### src/rtl/wt_mem_req_sched.sv
// Arbitrates icache reads, dcache reads and write-buffer stores onto one memory request channel.
// Latency: one cycle from a granted request to mem_valid_o; at most one request per two cycles.
// Backpressure: mem_* is held while mem_ready_i is low; stores stall at the outstanding limit, fences block all ports.
module wt_mem_req_sched #(
   parameter int unsigned PLEN                 = 34,
   parameter int unsigned DataWidth            = 64,
   parameter int unsigned TidWidth             = 2,
   parameter int unsigned MaxOutstandingStores = 7
) (
   input  logic                      clk_i,
   input  logic                      rst_i,
   input  logic [2:0]                req_valid_i,
   output logic [2:0]                req_ready_o,
   input  logic [3*PLEN-1:0]         req_addr_i,
   input  logic [3*TidWidth-1:0]     req_tid_i,
   input  logic                      req_nonidem_i,
   input  logic [DataWidth-1:0]      st_data_i,
   input  logic [DataWidth/8-1:0]    st_be_i,
   output logic                      mem_valid_o,
   input  logic                      mem_ready_i,
   output logic [1:0]                mem_src_o,
   output logic                      mem_write_o,
   output logic [PLEN-1:0]           mem_addr_o,
   output logic [TidWidth-1:0]       mem_tid_o,
   output logic [DataWidth-1:0]      mem_data_o,
   output logic [DataWidth/8-1:0]    mem_be_o,
   input  logic                      st_ack_i,
   input  logic                      fence_i,
   output logic                      fence_done_o,
   output logic [2:0]                st_cnt_o,
   output logic                      ack_err_o
);

   localparam logic [2:0] MaxCnt = 3'(MaxOutstandingStores);

   // Everything the bus adapter sees for one request, captured at grant time.
   typedef struct packed {
      logic [1:0]             src;
      logic                   write;
      logic [PLEN-1:0]        addr;
      logic [TidWidth-1:0]    tid;
      logic [DataWidth-1:0]   data;
      logic [DataWidth/8-1:0] be;
   } hdr_t;

   typedef enum logic [1:0] {
      S_IDLE  = 2'd0,
      S_HOLD  = 2'd1,
      S_FENCE = 2'd2
   } state_t;

   state_t     r_state;
   hdr_t       r_hdr;
   logic       r_mem_valid;
   logic [1:0] r_rr;
   logic       r_fence_pend;
   logic       r_fence_done;
   logic [2:0] r_cnt;
   logic       r_ack_err;

   logic [2:0] w_elig;
   logic [2:0] w_cand;
   logic       w_gnt_vld;
   logic [1:0] w_gnt_idx;
   logic       w_gnt_ok;
   hdr_t       w_hdr_nxt;
   logic       w_hs;
   logic       w_st_inc;

   // Port index p+k reduced modulo 3 (p, k both in 0..2).
   function automatic logic [1:0] f_wrap(input logic [1:0] p, input logic [1:0] k);
      logic [2:0] s;
      s = {1'b0, p} + {1'b0, k};
      if (s >= 3'd3) begin
         s = s - 3'd3;
      end
      return s[1:0];
   endfunction

   // Eligibility gating and round-robin pick starting at the pointer.
   always_comb begin
      w_elig    = 3'b000;
      w_elig[0] = 1'b1;
      // A non-idempotent read must not overtake any store, issued or waiting.
      w_elig[1] = !req_nonidem_i || ((r_cnt == 3'd0) && !req_valid_i[2]);
      w_elig[2] = (r_cnt < MaxCnt);
      w_cand    = req_valid_i & w_elig;
      w_gnt_vld = 1'b0;
      w_gnt_idx = 2'd0;
      for (int k = 0; k < 3; k++) begin
         if (!w_gnt_vld && w_cand[f_wrap(r_rr, 2'(k))]) begin
            w_gnt_vld = 1'b1;
            w_gnt_idx = f_wrap(r_rr, 2'(k));
         end
      end
      // A fence arriving in IDLE takes priority over any request that cycle.
      w_gnt_ok = (r_state == S_IDLE) && !fence_i && !rst_i && w_gnt_vld;
   end

   // Gather the granted port's fields; only the store port carries data.
   always_comb begin
      w_hdr_nxt       = '0;
      w_hdr_nxt.src   = w_gnt_idx;
      w_hdr_nxt.write = (w_gnt_idx == 2'd2);
      case (w_gnt_idx)
         2'd1: begin
            w_hdr_nxt.addr = req_addr_i[PLEN +: PLEN];
            w_hdr_nxt.tid  = req_tid_i[TidWidth +: TidWidth];
         end
         2'd2: begin
            w_hdr_nxt.addr = req_addr_i[2*PLEN +: PLEN];
            w_hdr_nxt.tid  = req_tid_i[2*TidWidth +: TidWidth];
            w_hdr_nxt.data = st_data_i;
            w_hdr_nxt.be   = st_be_i;
         end
         default: begin
            w_hdr_nxt.addr = req_addr_i[0 +: PLEN];
            w_hdr_nxt.tid  = req_tid_i[0 +: TidWidth];
         end
      endcase
   end

   assign req_ready_o = w_gnt_ok ? (3'b001 << w_gnt_idx) : 3'b000;
   assign w_hs        = (r_state == S_HOLD) && mem_ready_i;
   assign w_st_inc    = w_hs && r_hdr.write;

   // Grant / hold / fence sequencer with registered request and fence outputs.
   always_ff @(posedge clk_i) begin
      if (rst_i) begin
         r_state      <= S_IDLE;
         r_hdr        <= '0;
         r_mem_valid  <= 1'b0;
         r_rr         <= 2'd0;
         r_fence_pend <= 1'b0;
         r_fence_done <= 1'b0;
      end else begin
         r_fence_done <= 1'b0;
         case (r_state)
            S_IDLE: begin
               if (fence_i) begin
                  r_state <= S_FENCE;
               end else if (w_gnt_ok) begin
                  r_hdr       <= w_hdr_nxt;
                  r_mem_valid <= 1'b1;
                  r_rr        <= f_wrap(w_gnt_idx, 2'd1);
                  r_state     <= S_HOLD;
               end
            end
            S_HOLD: begin
               if (fence_i) begin
                  r_fence_pend <= 1'b1;
               end
               if (mem_ready_i) begin
                  r_mem_valid <= 1'b0;
                  if (r_fence_pend || fence_i) begin
                     r_fence_pend <= 1'b0;
                     r_state      <= S_FENCE;
                  end else begin
                     r_state <= S_IDLE;
                  end
               end
            end
            S_FENCE: begin
               if (r_cnt == 3'd0) begin
                  r_fence_done <= 1'b1;
                  r_state      <= S_IDLE;
               end
            end
            default: begin
               r_state <= S_IDLE;
            end
         endcase
      end
   end

   // Outstanding-store counter and sticky underflow flag.
   always_ff @(posedge clk_i) begin
      if (rst_i) begin
         r_cnt     <= 3'd0;
         r_ack_err <= 1'b0;
      end else begin
         if (st_ack_i && (r_cnt == 3'd0)) begin
            r_ack_err <= 1'b1;
         end
         case ({w_st_inc, st_ack_i})
            2'b10: r_cnt <= r_cnt + 3'd1;
            2'b01: begin
               if (r_cnt != 3'd0) begin
                  r_cnt <= r_cnt - 3'd1;
               end
            end
            default: begin
               r_cnt <= r_cnt;
            end
         endcase
      end
   end

   assign mem_valid_o  = r_mem_valid;
   assign mem_src_o    = r_hdr.src;
   assign mem_write_o  = r_hdr.write;
   assign mem_addr_o   = r_hdr.addr;
   assign mem_tid_o    = r_hdr.tid;
   assign mem_data_o   = r_hdr.data;
   assign mem_be_o     = r_hdr.be;
   assign fence_done_o = r_fence_done;
   assign st_cnt_o     = r_cnt;
   assign ack_err_o    = r_ack_err;

endmodule
### config.mk
export PLATFORM = sky130hd
export DESIGN_NAME = wt_mem_req_sched
export DESIGN_NICKNAME = d
export VERILOG_FILES = /design/src/rtl/wt_mem_req_sched.sv
export SDC_FILE = /design/constraint.sdc
export NUM_CORES = 1
export LEC_CHECK = 0
export ABC_CLOCK_PERIOD_IN_PS = 8100
export BUFFER_PORTS_ARGS = -buffer_cell sky130_fd_sc_hd__buf_2
export CAP_MARGIN = 30
export CORE_AREA = 2 2 122 124
export CTS_BUF_LIST = sky130_fd_sc_hd__clkbuf_2
export DETAILED_ROUTE_END_ITERATION = 6
export DIE_AREA = 0 0 124 126
export PLACE_DENSITY = 0.74
export SLEW_MARGIN = 10
export SYNTH_ARGS = -nofsm -noshare
export SYNTH_HDL_FRONTEND = slang
export SYNTH_SLANG_ARGS = --single-unit
### constraint.sdc
create_clock -name clk_i -period 8.1 [get_ports clk_i]
set_input_delay 2.43 -clock clk_i [delete_from_list [all_inputs] [get_ports clk_i]]
set_output_delay 2.43 -clock clk_i [all_outputs]
set_load 0.1 [all_outputs]
; Word level (Yosys, flattened, before mapping)
; Index checks and enable logic that the tools add are counted.
[word_totals]
n_memories = 0
ramBits = 0
mem_bits_ro = 0
word_cells = 108
latch_bits = 0
regBits = 122
[classes]
n_lt_le_gt_ge = 8
mux = 35
n_eq_ne = 12
reduce_logical = 27
bitwise_logic = 3
n_mul = 0
shifts = 1
add_sub_neg = 9
div = 0
[ops]
columns = op, count
row1 = 72-bit 2-to-1 mux, 1
row2 = 36-bit case mux with 2 select lines, 1
row3 = 2-bit 2-to-1 mux, 12
row4 = 1-bit 2-to-1 mux, 13
row5 = "2-bit inequality test, second input constant", 5
row6 = "3-bit by 2-bit >= comparator with 1-bit output, second input constant", 3
row7 = 1-bit logical AND, 9
row8 = "2-bit by 3-bit less-than comparator with 1-bit output, second input constant", 3
row9 = "2-bit subtractor, second input constant", 4
row10 = "2-bit by 1-bit adder with 3-bit output, second input constant", 2
row11 = 1-bit binary-select mux with 2-bit select, 3
row12 = "2-bit by 1-bit equality test with 1-bit output, second input constant", 3
row13 = "2-bit equality test, second input constant", 3
row14 = 1-bit logical NOT, 6
row15 = 3-bit 2-to-1 mux, 2
row16 = 2-bit case mux with 3 select lines, 1
row17 = 3-bit case mux with 2 select lines, 1
row18 = 3-bit AND reduction, 2
row19 = 4-bit AND reduction, 1
row20 = 2-bit nonzero test, 2
row21 = "2-bit by 2-bit adder with 3-bit output, second input constant", 1
row22 = "3-bit by 1-bit adder with 3-bit output, second input constant", 1
row23 = 3-bit AND, 1
row24 = 3-bit logical NOT, 1
row25 = other kinds (12), 14

; Longest topological paths before layout
; Gate-level depths: netlist of the first run.
[logic_depth]
ltp_word = 17
depth_mapped = 14
depth_no_buf = 12

; Worst setup path after synthesis of the first run
; Ideal clock, no wire load.
[synth_timing]
path_kind = input -> output
from = in req_valid_i[0]
to = out req_ready_o[1]
slack_ns = 0.984
path_stages = 8
arrival_ns = 4.686
t_required_ns = 5.670
cell_sequence = nand2b_1 -> a211o_1 -> a211o_1 -> inv_1 -> ha_1 -> clkbuf_1 -> buf_1 -> and3_1
[synth_via]
elab_chain_len = 12
elab_cells_between_ends = 20
cone_classes = shift: 1 / mux: 13 / bitwise: 1 / reduce/logical: 5
[synth_lines]
columns = item, line
row1 = from (decl), 12  ; input logic [2:0] req_valid_i,
row2 = 3-bit AND (*), 87  ; w_cand = req_valid_i & w_elig;
row3 = 1-bit binary-select mux with 2-bit select, 91  ; if (!w_gnt_vld && w_cand[f_wrap(r_rr, 2'(k))]) begin
row4 = 1-bit 2-to-1 mux (implied by the code), 91
row5 = 1-bit 2-to-1 mux, 91
row6 = 1-bit logical NOT, 91
row7 = 1-bit logical AND, 91
row8 = 1-bit 2-to-1 mux, 91
row9 = 1-bit logical NOT, 91
row10 = 1-bit logical AND, 91
row11 = 2-bit 2-to-1 mux (*), 91
row12 = net w_gnt_idx[0], 64  ; logic [1:0] w_gnt_idx;
row13 = 1-bit by 2-bit << shifter with 3-bit output (*), 123  ; assign req_ready_o = w_gnt_ok ? (3'b001 << w_gnt_idx) : 3'b000;
row14 = 3-bit 2-to-1 mux (*), 123
row15 = to (decl), 13  ; output logic [2:0] req_ready_o,
; Mark *: on every way through the listed nets, which the timed path passes. The rest lies on a longest branch. The select of a mux whose other input is x is not followed.

; Final worst setup path of the first run
; Ends and elaborated chain as after synthesis.

==> metrics.md, run 1 <==
| Metric | Value |
|---|---|
| Placement Setup Slack | `1.16 ns` |
| # H-tree levels | `4` |
| Commonest cells after routing, fill and taps aside | `307 x buf_2, 122 x dfxtp_1, 84 x a21oi_1, 83 x o21ai_0, 72 x nand4_1` |
| Post-synth EDFFs | `0` |
| Status | `finished, final reports clean` |
| Routability cong. | `0.799` |
| Max-cap violations | `0` |
| TritonCTS clock tree | `yes` |
| Maximum VDD drop | `around 0.15 mV` |
| Core Rows | `44` |
| Post-DP Area | `about 7300 um2` |
| Crit Path Class | `primary input to primary output` |
| Post-route cell area | `7560 um2` |
| Final setup fails | `0` |
| Synth top area share | `41.8%` |
| Hold_buf cts | `0` |
| Netlist cell types | `slightly below 50` |
| Max Used Layer | `met4` |
| DRT met1 WL | `7.70 mm` |
| Setup Fix Bufs, Post-CTS | `0` |
| Port Buf Inserts | `308` |
| Data arrival time of the worst path | `4.51 ns` |
| RSZ-0062 raised after global routing | `no` |
| Register area share after synthesis | `41.8%` |
| Relative slew slack | `slightly above 40%` |
| Number of global-route vias before repair | `5802` |
| Detailed Route WL | `18.6 mm` |
| Primary FF master, synth | `dfxtp_1` |
| Die area | `15600 um2` |
| Number of synthesized register bits | `122` |
| Post-route minimum period | `6.94 ns` |
| Clock Tree Root | `clkbuf_2` |
| Via count | `approximately 6500` |
| Drt first pass iters | `4` |
| DRT antenna net count | `0` |
| Clk Latency, worst-skew pair | `0.70 ns` |
| Post-cts resize count | `0` |
| Fraction of layout cells with a size suffix above 1 | `39.1%` |
| Post-Route Setup TNS | `0 ns` |
| Synth area leaders | `dfxtp_1 42%, nand4_1 7.7%, a21oi_1 7.2%` |
| Cell taking the most area after synthesis | `dfxtp_1` |
| Worst slew pin tran | `between 0.8 and 0.9 ns` |
| Final period util | `85.7%` |
| Post-DP HPWL | `between 10 and 15 mm` |
| Clk pin slew, worst setup/hold paths | `between 0.15 and 0.2 ns` |
| Clock Sinks | `122` |
| Die X | `124 um` |
| Clock tree buffer depth | `2` |
| Max Fclk | `144 MHz` |
| Net Count, Synth | `894` |
| Yosys warning total | `0` |
| Hold Path Class | `register to register` |
| CP endpoint kind | `primary output` |
| First-pass GRT wire length | `28.8 mm` |
| Clock Skews | `around 0.026 ns` |
| Initial antenna violation count | `2` |
| PD cells | `290 nW/um2` |
| Post-synthesis average cell area | `between 8 and 9 um2` |
| Placed Cells | `around 1100` |
| Initial drt markers | `434` |
| Fin worst setup slack | `1.16 ns` |
| Area growth, synth to finish | `29.5%` |
| Final nets | `1146` |
| Wire per inst | `16.2 um` |
| Final-report hold violation count | `0` |
| GRT Resource Usage Total | `between 20% and 30%` |
| Core ar. | `14300 um2` |
| Number of CTS-inserted buffers | `17` |
| GRT overflow | `0` |
| DR vias/cell | `roughly 5.6` |
| I/O pins | `between 300 and 400` |
| Die height | `126 um` |
| Drc violations | `0` |
| Starting Density | `40.8%` |
| Metal3 WL | `1.42 mm` |
| Leak | `3.29 nW` |
| Async SR Flop Fraction | `0%` |
| Fin. max-slew vios | `0` |
| Finished Layout Cells | `around 1200` |
| WL met2 | `8.99 mm` |
| Commonest non-fill, non-tap cell in the layout | `buf_2` |
| Crit-path max FO | `37` |
| Post-Syn Area | `just under 6000 um2` |
| Pin count of the biggest net entering global routing | `81` |
| Mapped Cells | `698` |
| Critical Path RT | `5.67 ns` |
| Crit start category | `primary input` |
cell usage after synthesis (all sizes together), types with 3 or more instances:
cell type,n
a211o,3
a21oi,85
a22oi,36
a31o,36
a31oi,3
and3,5
buf,50
clkbuf,37
dfxtp,122
ha,6
inv,10
nand2,42
nand3,5
nand4,72
nor2,8
nor3,3
nor4,36
o21ai,115
final cells by class:
cell class,count,area (um2)
Fill cell,1397,6750
Multi-Input combinational cell,479,2920
Sequential cell,122,2440
Timing Repair Buffer,320,1690
Tap cell,184,230
Clock inverter,15,149
Clock buffer,17,85.1
Inverter,10,37.5
Antenna cell,3,7.51
flip-flops by register name, summed over array words and instances, names as in the netlist:
register and count:
mem_data_o 64, mem_addr_o 34, mem_be_o 8, st_cnt_o 3, mem_src_o 2, mem_tid_o 2
r_rr 2, r_state 2, ack_err_o 1, fence_done_o 1, mem_valid_o 1, mem_write_o 1
r_fence_pend 1
worst max-delay path, stage by stage:
cell and delay [ns]:
buf_2 0.12, nand2b_1 0.16, a211o_1 0.26, a211o_1 0.30, inv_1 0.13, ha_1 0.16
buf_4 0.32, and3_1 0.21, buf_2 0.42
through the flow:
stage	power, W	utilization [%]	hold WS [ns]
5_1_grt	0.00232	52.8	0.502
3_3_place_gp	0.00180	50.6	0.447
6_report	0.00219	52.8	0.484
4_1_cts	0.00220	52.6	0.483
3_5_place_dp	0.00182	51.0	0.460
2_1_floorplan	0.00162	-	0.461
path summary, 6_finish.rpt:
| path | start | to | slack, ns | depth (start not counted) |
|---|---|---|---|---|
| worst max-delay path | req_valid_i[0] | req_ready_o[1] | 1.16 | 9 |
| worst min-delay path | mem_data_o[12] | mem_data_o[12] | 0.48 | 2 |
| worst max register to register | r_rr[0] | mem_data_o[12] | 5.04 | 8 |
| worst min register to register | mem_data_o[12] | mem_data_o[12] | 0.48 | 2 |
per-layer routing:
metal	up-vias	global-route usage, %
met5	-	0
li1	3174	-
met4	0	8.99
met2	267	37.9
met3	39	7.38
met1	2999	27.5
power by group:
| group | internal [W] | switching (W) |
|---|---|---|
| Combinational | 0.000237 | 0.000857 |
| Sequential | 0.000667 | 0.0000462 |
| Clock | 0.000142 | 0.000243 |
logic make-up (layout without fill, tap and decap cells):
group                      count (synthesis)  in the layout  synth area share, %
buffers and inverters                     97            362                 8.55
DFF                                      122            122                 41.8
and+or+nand+nor                          182            182                 17.4
xor gates and xnor gates                   1              1                0.150
adders and majority gates                  7              7                 1.63
other                                      0              3                    0
AOI/OAI and AO/OA                        289            289                 30.4
Power figures use the tool's default switching activity.
==> run 2, diff against run 1 <==
--- a/config.mk
+++ b/config.mk
@@ -5,14 +5,16 @@
 export SDC_FILE = /design/constraint.sdc
 export NUM_CORES = 1
 export LEC_CHECK = 0
+export ABC_AREA = 1
 export ABC_CLOCK_PERIOD_IN_PS = 8100
 export BUFFER_PORTS_ARGS = -buffer_cell sky130_fd_sc_hd__buf_2
 export CAP_MARGIN = 30
-export CORE_AREA = 2 2 122 124
+export CELL_PAD_IN_SITES_DETAIL_PLACEMENT = 1
+export CELL_PAD_IN_SITES_GLOBAL_PLACEMENT = 2
+export CORE_UTILIZATION = 26
 export CTS_BUF_LIST = sky130_fd_sc_hd__clkbuf_2
 export DETAILED_ROUTE_END_ITERATION = 6
-export DIE_AREA = 0 0 124 126
-export PLACE_DENSITY = 0.74
+export PLACE_DENSITY = 0.88
 export SLEW_MARGIN = 10
 export SYNTH_ARGS = -nofsm -noshare
 export SYNTH_HDL_FRONTEND = slang
==> run 2 against run 1 <==
Compared with the run above:
- global-route usage is 5.8 points lower
- core utilization fell by 17 points
- wire length increased by 5.0%
- fmax is 0.20% lower
- synthesized cell count is 4.0% higher
- largest power group unchanged
==> metrics.md, run 2 <==
| Metric | Value |
|---|---|
| Pin count of the biggest net entering global routing | `80 (-1.2%)` |
| Post-cts resize count | `0 (unchanged)` |
| Clock Sinks | `122 (unchanged)` |
| Drt first pass iters | `6 (+2)` |
| DRT antenna net count | `0 (unchanged)` |
| Primary FF master, synth | `dfxtp_1` |
| Crit start category | `primary input` |
| Synth Area in XOR/XNOR | `0% (-0.15 points)` |
| Net Count, Synth | `922 (+3.1%)` |
| CP endpoint kind | `primary output` |
| Detailed Route WL | `19.5 mm (+5.0%)` |
| Drc violations | `0 (unchanged)` |
| Largest register FFs | `64 (unchanged)` |
| Critical path's top delay family | `buffers and inverters` |
| Fin worst setup slack | `1.14 ns (-0.0141 ns)` |
| Max Fclk | `144 MHz (-0.20%)` |
| Critical Path End | `req_ready_o[2]` |
| Hold_buf cts | `0 (unchanged)` |
| Wire per inst | `15.0 um (-7.0%)` |
| First-pass GRT wire length | `30.1 mm (+4.6%)` |
| Post-DP HPWL | `14.2 mm (+13%)` |
| Sequential share of power | `32.6% (about the same)` |
| Commonest cells after routing, fill and taps aside | `306 x buf_2, 154 x nand2_1, 126 x nor2_1, 122 x dfxtp_1, 53 x a21oi_2` |
| Worst slew pin tran | `0.849 ns (-0.0416 ns)` |
| # H-tree levels | `4 (unchanged)` |
| Synth top area share | `43.1% (+1.3 points)` |
| Clock tree buffer depth | `2 (unchanged)` |
| Die X | `150 um (+21%)` |
| Die area | `22400 um2 (+43%)` |
| Final setup fails | `0 (unchanged)` |
| Routability cong. | `0.758 (-5.2%)` |
| Area growth, synth to finish | `33.3%` |
| Slowest-stage cell, CP | `buf_4` |
| Post-Syn Area | `5670 um2 (-3.0%)` |
| Max-cap violations | `0 (unchanged)` |
| Crit-path cells | `buf_2 > inv_1 > nand3_2 > nand2_2 > nand3_1 > nand2_1 > nor2_1 > inv_1 > nor2_1 > a21boi_0 > nand2_1 > inv_1 > ha_1 > buf_4 > inv_1 > nor2_4 > buf_12` |
| Post-Route Setup TNS | `0 ns (unchanged)` |
| Synth Area in Simple Gates | `26.3% (+8.9 points)` |
| Number of synthesized register bits | `122 (unchanged)` |
| Final-report hold violation count | `0 (unchanged)` |
| Fillers | `2751 (+97%)` |
| Setup slack, reg-to-reg | `4.21 ns (-0.83 ns)` |
| TritonCTS clock tree | `yes` |
| Data arrival time of the worst path | `4.53 ns (+0.02 ns)` |
| Count leader, synth | `nand2_1` |
| Post-synthesis average cell area | `7.80 um2 (-6.7%)` |
| Setup Fix Bufs, Post-CTS | `0 (unchanged)` |
| Relative slew slack | `43.4% (+2.8 points)` |
| Clock Tree Root | `clkbuf_2` |
| Post-DP Area | `7270 um2 (-0.36%)` |
| Crit Path Class | `primary input to primary output` |
| Commonest cells post-synth | `154 x nand2_1, 126 x nor2_1, 122 x dfxtp_1, 53 x a21oi_2, 52 x nand2_2` |
| Synth area leaders | `dfxtp_1 43%, nand2_1 10%, nor2_1 8.3%` |
| Clock share of power | `21.9% (+4.3 points)` |
| Launch point of the critical path | `req_valid_i[2]` |
| I/O pins | `309 (unchanged)` |
| Yosys warning total | `0 (unchanged)` |
| Die height | `150 um (+19%)` |
| Status | `finished, final reports clean` |
| Number of CTS-inserted buffers | `17 (unchanged)` |
| Clock Skews | `0.0495 ns (+0.0237 ns)` |
| Leak | `3.49 nW (+6.3%)` |
| Mapped Cells | `726 (+4.0%)` |
| RR Endpoint | `mem_data_o[21]` |
| P_sw | `0.00102 W (-11%)` |
| Commonest non-fill, non-tap cell in the layout | `buf_2` |
| Internal Pwr Total | `0.00106 W (+1.0%)` |
| GRT Resource Usage Total | `17.2% (-5.8 points)` |
| Register area share after synthesis | `43.1% (+1.3 points)` |
| Synth Area in Compound Gates | `20.8% (-9.6 points)` |
| Crit-path max FO | `37 (unchanged)` |
| Critical Path RT | `5.67 ns (about the same)` |
| Core ar. | `21200 um2 (+48%)` |
| Fin util | `35.6% (-17 points)` |
| Netlist cell types | `30 (-39%)` |
| Cell taking the most area after synthesis | `dfxtp_1` |
| Fraction of layout cells with a size suffix above 1 | `45.0% (+5.9 points)` |
| Via count | `5832 (-10%)` |
| GRT overflow | `0 (unchanged)` |
| Post-route minimum period | `6.96 ns (+0.0141 ns)` |
| Starting Density | `26.7% (-14 points)` |
| Bufs and invs on worst path | `7 (+3)` |
| Initial antenna violation count | `2 (unchanged)` |
| Maximum VDD drop | `0.125 mV (-15%)` |
| Port Buf Inserts | `308 (unchanged)` |
| Initial drt markers | `197 (-55%)` |
| RSZ-0062 raised after global routing | `no` |
| FF-to-FF Start | `r_rr[0]` |
| Main combinational cell family by area after synthesis | `simple AND/OR/NAND/NOR gates` |
| Net Sw Frac | `49.2% (-3.1 points)` |
| Fin. max-slew vios | `0 (unchanged)` |
| Adder-cell share of the synthesized area | `1.68% (+0.050 points)` |
| DR vias/cell | `4.49 (-20%)` |
| Most common cell on crit path | `inv_1` |
| PD cells | `276 nW/um2 (-5.0%)` |
| Number of global-route vias before repair | `5849 (+0.81%)` |
| Comb pwr share | `45.5% (-4.4 points)` |
| Core Rows | `53 (+20%)` |
| Placement Setup Slack | `1.15 ns (-0.00842 ns)` |
| Final nets | `1205 (+5.1%)` |
| Final period util | `85.9% (+0.17 points)` |
| Clk Latency, worst-skew pair | `0.69 ns (about the same)` |
| Mux cell area share after synthesis | `0% (unchanged)` |
| Post-route cell area | `7550 um2 (-0.13%)` |
| Power consumption | `0.00208 W (-5.1%)` |
| Cell depth of the worst flop-to-flop path | `18 (+10)` |
| Post-synth EDFFs | `0 (unchanged)` |
| CP max stage delay | `0.36 ns (-0.06 ns)` |
| Clk pin slew, worst setup/hold paths | `0.22 ns (+0.05 ns)` |
| Async SR Flop Fraction | `0% (unchanged)` |
| Hold Path Class | `register to register` |
| Stages on worst setup path | `17 (+8)` |
==> run 2: final cells by class <==
class	instances	area (um2)	share of cell area (%)
multi-input cells	526	2770	36.6
flip-flops and latches	122	2440	32.3
repair buffers	317	1630	21.5
well taps	275	344	4.56
clock inverters	14	183	2.42
inverters	25	93.8	1.24
clock buffers	18	90.1	1.19
diodes	2	5.00	0.0663
==> run 2: stage by stage <==
stage                     hold slack [ns]  cells
after CTS                           0.472   1297
after global routing                0.502   1299
final                               0.466   1299
after floorplan                     0.445    726
after global placement              0.435   1265
after detailed placement            0.446   1265
==> run 2: layer usage <==
metal	wire, um	share of wire (%)	track usage, %	vias to the layer above
met4	406	2.1	6.17	0
met2	10100	52	30.4	123
met3	723	3.7	3.81	21
li1	-	-	-	2951
met1	8280	42	20.1	2737
met5	0	0	0	-
==> run 2: tightest hold or removal path, stage by stage, from the launching register on <==
cell and delay (ns):
dfxtp_1 0.36, inv_1 0.05, a21oi_1 0.05
==> run 2: how the worst min path moves through the flow <==
stage | slack (ns) | cells past startpoint | end | startpoint
final | 0.47 | 2 | ack_err_o | ack_err_o
after global routing | 0.50 | 2 | mem_data_o[63] | mem_data_o[63]
after CTS | 0.47 | 2 | ack_err_o | ack_err_o
after detailed placement | 0.45 | 2 | ack_err_o | ack_err_o
after global placement | 0.44 | 2 | ack_err_o | ack_err_o
after floorplan | 0.45 | 2 | r_fence_pend | r_fence_pend
==> run 2: power groups by stage <==
stage | Combinational (W) | Clock [W] | Sequential (W)
detailed placement | 0.000958 | 0 | 0.000692
CTS | 0.000960 | 0.000481 | 0.000680
global route | 0.00102 | 0.000504 | 0.000686
finish | 0.000947 | 0.000455 | 0.000679
global placement | 0.000949 | 0 | 0.000689
floorplan | 0.000415 | 0 | 0.00103
==> run 2: cells by family after synthesis <==
logic type,Yosys count
buffers and inverters,78
AO/OA/AOI/OAI,168
flip-flops,122
AND/OR/NAND/NOR,351
adder cells (fa/ha/maj),7
==> run 3, diff against run 2 <==
--- a/config.mk
+++ b/config.mk
@@ -11,10 +11,9 @@
 export CAP_MARGIN = 30
 export CELL_PAD_IN_SITES_DETAIL_PLACEMENT = 1
 export CELL_PAD_IN_SITES_GLOBAL_PLACEMENT = 2
-export CORE_UTILIZATION = 26
-export CTS_BUF_LIST = sky130_fd_sc_hd__clkbuf_2
+export CORE_UTILIZATION = 25
 export DETAILED_ROUTE_END_ITERATION = 6
-export PLACE_DENSITY = 0.88
+export PLACE_DENSITY = 0.85
 export SLEW_MARGIN = 10
 export SYNTH_ARGS = -nofsm -noshare
 export SYNTH_HDL_FRONTEND = slang
==> run 3 against run 2 <==
Compared with the run above:
- the run now ends with DRC left
- core utilization grew 0.34 points
- critical endpoint is now req_ready_o[1]
- worst setup slack improved by 0.097 ns
- critical path type unchanged
- clock-buffer cell count stayed put
- sequential cell count unchanged
- die area increased by 3.9%
- highest routed layer unchanged
- largest power group unchanged
- total power rose by 17%
==> metrics.md, run 3 (synthesis results as in run 2) <==
| Metric | Value |
|---|---|
| Clock Tree Root | `clkbuf_16` |
| Number of CTS-inserted buffers | `17 (unchanged)` |
| Core ar. | `22000 um2 (+3.8%)` |
| Die X | `153 um (+2.0%)` |
| Final period util | `84.7% (-1.2 points)` |
| Max-cap violations | `0 (unchanged)` |
| Ant diodes | `0 (-2)` |
| Failing checks | `DRC` |
| Placed Cells | `1270 (+0.40%)` |
| Final-report hold violation count | `0 (unchanged)` |
| Final setup fails | `0 (unchanged)` |
| Clock Sinks | `122 (unchanged)` |
| Worst slew pin tran | `0.826 ns (-0.0227 ns)` |
| Starting Density | `25.7% (-0.98 points)` |
| Area growth, synth to finish | `39.7%` |
| Die area | `23300 um2 (+3.9%)` |
| Relative slew slack | `44.9% (+1.5 points)` |
| M1 GR Usage | `19.6% (-0.47 points)` |
| Post-DP HPWL | `14.3 mm (+0.70%)` |
| DRT antenna net count | `0 (unchanged)` |
| DR vias/cell | `4.52 (+0.73%)` |
| Post-route minimum period | `6.86 ns (-0.0974 ns)` |
| TritonCTS clock tree | `yes` |
| Via count | `5888 (+0.96%)` |
| Data arrival time of the worst path | `4.43 ns (-0.10 ns)` |
| Maximum VDD drop | `0.133 mV (+7.0%)` |
| Port Buf Inserts | `308 (unchanged)` |
| PD cells | `308 nW/um2 (+12%)` |
| Commonest non-fill, non-tap cell in the layout | `buf_2` |
| Drt first pass iters | `7 (+1)` |
| Multi-input logic area | `2770 um2 (unchanged)` |
| Final nets | `1205 (unchanged)` |
| Post-Route Setup TNS | `0 ns (unchanged)` |
| Fillers | `2782 (+1.1%)` |
| RSZ-0062 raised after global routing | `no` |
| GRT Resource Usage Total | `17.0% (-0.11 points)` |
| Setup Fix Bufs, Post-CTS | `0 (unchanged)` |
| Hold_buf cts | `0 (unchanged)` |
| GRT busiest layer | `met2` |
| Hold Path Class | `register to register` |
| Routability cong. | `0.801 (+5.6%)` |
| Initial antenna violation count | `0 (-2)` |
| Number of global-route vias before repair | `6017 (+2.9%)` |
| Status | `finished, violations left` |
| Crit-path max FO | `4 (-89%)` |
| Wire per inst | `15.2 um (+0.79%)` |
| First-pass GRT wire length | `31.6 mm (+5.2%)` |
| Critical Path RT | `5.67 ns (about the same)` |
| Commonest cells after routing, fill and taps aside | `306 x buf_2, 154 x nand2_1, 126 x nor2_1, 122 x dfxtp_1, 53 x a21oi_2` |
| M3 GR Usage | `3.58% (-0.23 points)` |
| Max Fclk | `146 MHz (+1.4%)` |
| Storage cell area | `2440 um2 (unchanged)` |
| Crit Path Class | `primary input to primary output` |
| Initial drt markers | `212 (+7.6%)` |
| GRT overflow | `0 (unchanged)` |
| Post-cts resize count | `0 (unchanged)` |
| Finished Layout Cells | `1302 (+0.23%)` |
| Fraction of layout cells with a size suffix above 1 | `44.9% (-0.098 points)` |
| # H-tree levels | `4 (unchanged)` |
| Core Rows | `54 (+1.9%)` |
| Die height | `153 um (+2.0%)` |
| Leak | `3.63 nW (+4.0%)` |
| Detailed Route WL | `19.7 mm (+1.0%)` |
| Largest register FFs | `64 (unchanged)` |
| Clock tree buffer depth | `2 (unchanged)` |
| Clock Skews | `0.0121 ns (-0.0374 ns)` |
| Clk Latency, worst-skew pair | `0.42 ns (-0.27 ns)` |
| CP endpoint kind | `primary output` |
| Clk pin slew, worst setup/hold paths | `0.06 ns (-0.16 ns)` |
| I/O pins | `309 (unchanged)` |
| Pin count of the biggest net entering global routing | `79 (-1.3%)` |
| GR Layer Usage met2 | `30.4% (about the same)` |
| Drc violations | `3 (+3)` |
| Crit start category | `primary input` |
| Fin. max-slew vios | `0 (unchanged)` |
-- run 3: changes by cell type in the layout (fill, tap and decap cells not counted), sizes merged --
cell    previous run  this run
clkinv             3         4
diode              2         0
inv               32        31
-- run 3: routing by layer --
| layer | vias up | share of wire [%] |
|---|---|---|
| li1 | 2953 | - |
| met1 | 2778 | 42 |
| met2 | 128 | 52 |
| met3 | 29 | 4.0 |
| met4 | 0 | 2.5 |
| met5 | - | 0 |
-- run 3: critical path, stage by stage --
cell and delay (ns):
buf_2 0.10, inv_1 0.05, nand3_2 0.06, nand2_2 0.06, nand3_1 0.10, nand2_1 0.06
nor2_1 0.16, inv_1 0.08, a21oi_1 0.17, nand3_1 0.10, nand2_1 0.15, ha_1 0.20
inv_1 0.04, nor2_1 0.18, buf_2 0.48
-- run 3: area by class of cell --
| type | count | share of cell area [%] |
|---|---|---|
| multi-input combinational | 526 | 35.0 |
| sequential | 122 | 30.9 |
| timing repair buffer | 317 | 20.8 |
| clock buffer | 18 | 5.42 |
| tap | 280 | 4.43 |
| clock inverter | 14 | 2.32 |
| inverter | 25 | 1.19 |
-- run 3: path summary, 6_finish.rpt --
kind | start | to | slack, ns | cells past startpoint
max | req_valid_i[2] | req_ready_o[1] | 1.24 | 15
min | ack_err_o | ack_err_o | 0.44 | 2
max reg2reg | r_rr[1] | mem_addr_o[18] | 4.57 | 19
min reg2reg | ack_err_o | ack_err_o | 0.44 | 2
-- run 3: power breakdown --
group / switching, W / leakage (nW) / internal, W
sequential: 0.0000261 / 0.991 / 0.000651
clock: 0.000312 / 0.299 / 0.000493
combinational: 0.000729 / 2.34 / 0.000223
-- run 3: through the flow --
step | cell area [um2] | util (%) | setup WS (ns) | total power [W] | hold WS, ns
2_1_floorplan | 5670 | - | 0.413 | 0.00144 | 0.445
3_3_place_gp | 7270 | 33.0 | 1.30 | 0.00164 | 0.437
3_5_place_dp | 7300 | 33.1 | 1.22 | 0.00165 | 0.441
4_1_cts | 7910 | 35.9 | 1.20 | 0.00248 | 0.451
5_1_grt | 7910 | 35.9 | 1.01 | 0.00258 | 0.461
6_report | 7910 | 35.9 | 1.24 | 0.00243 | 0.445
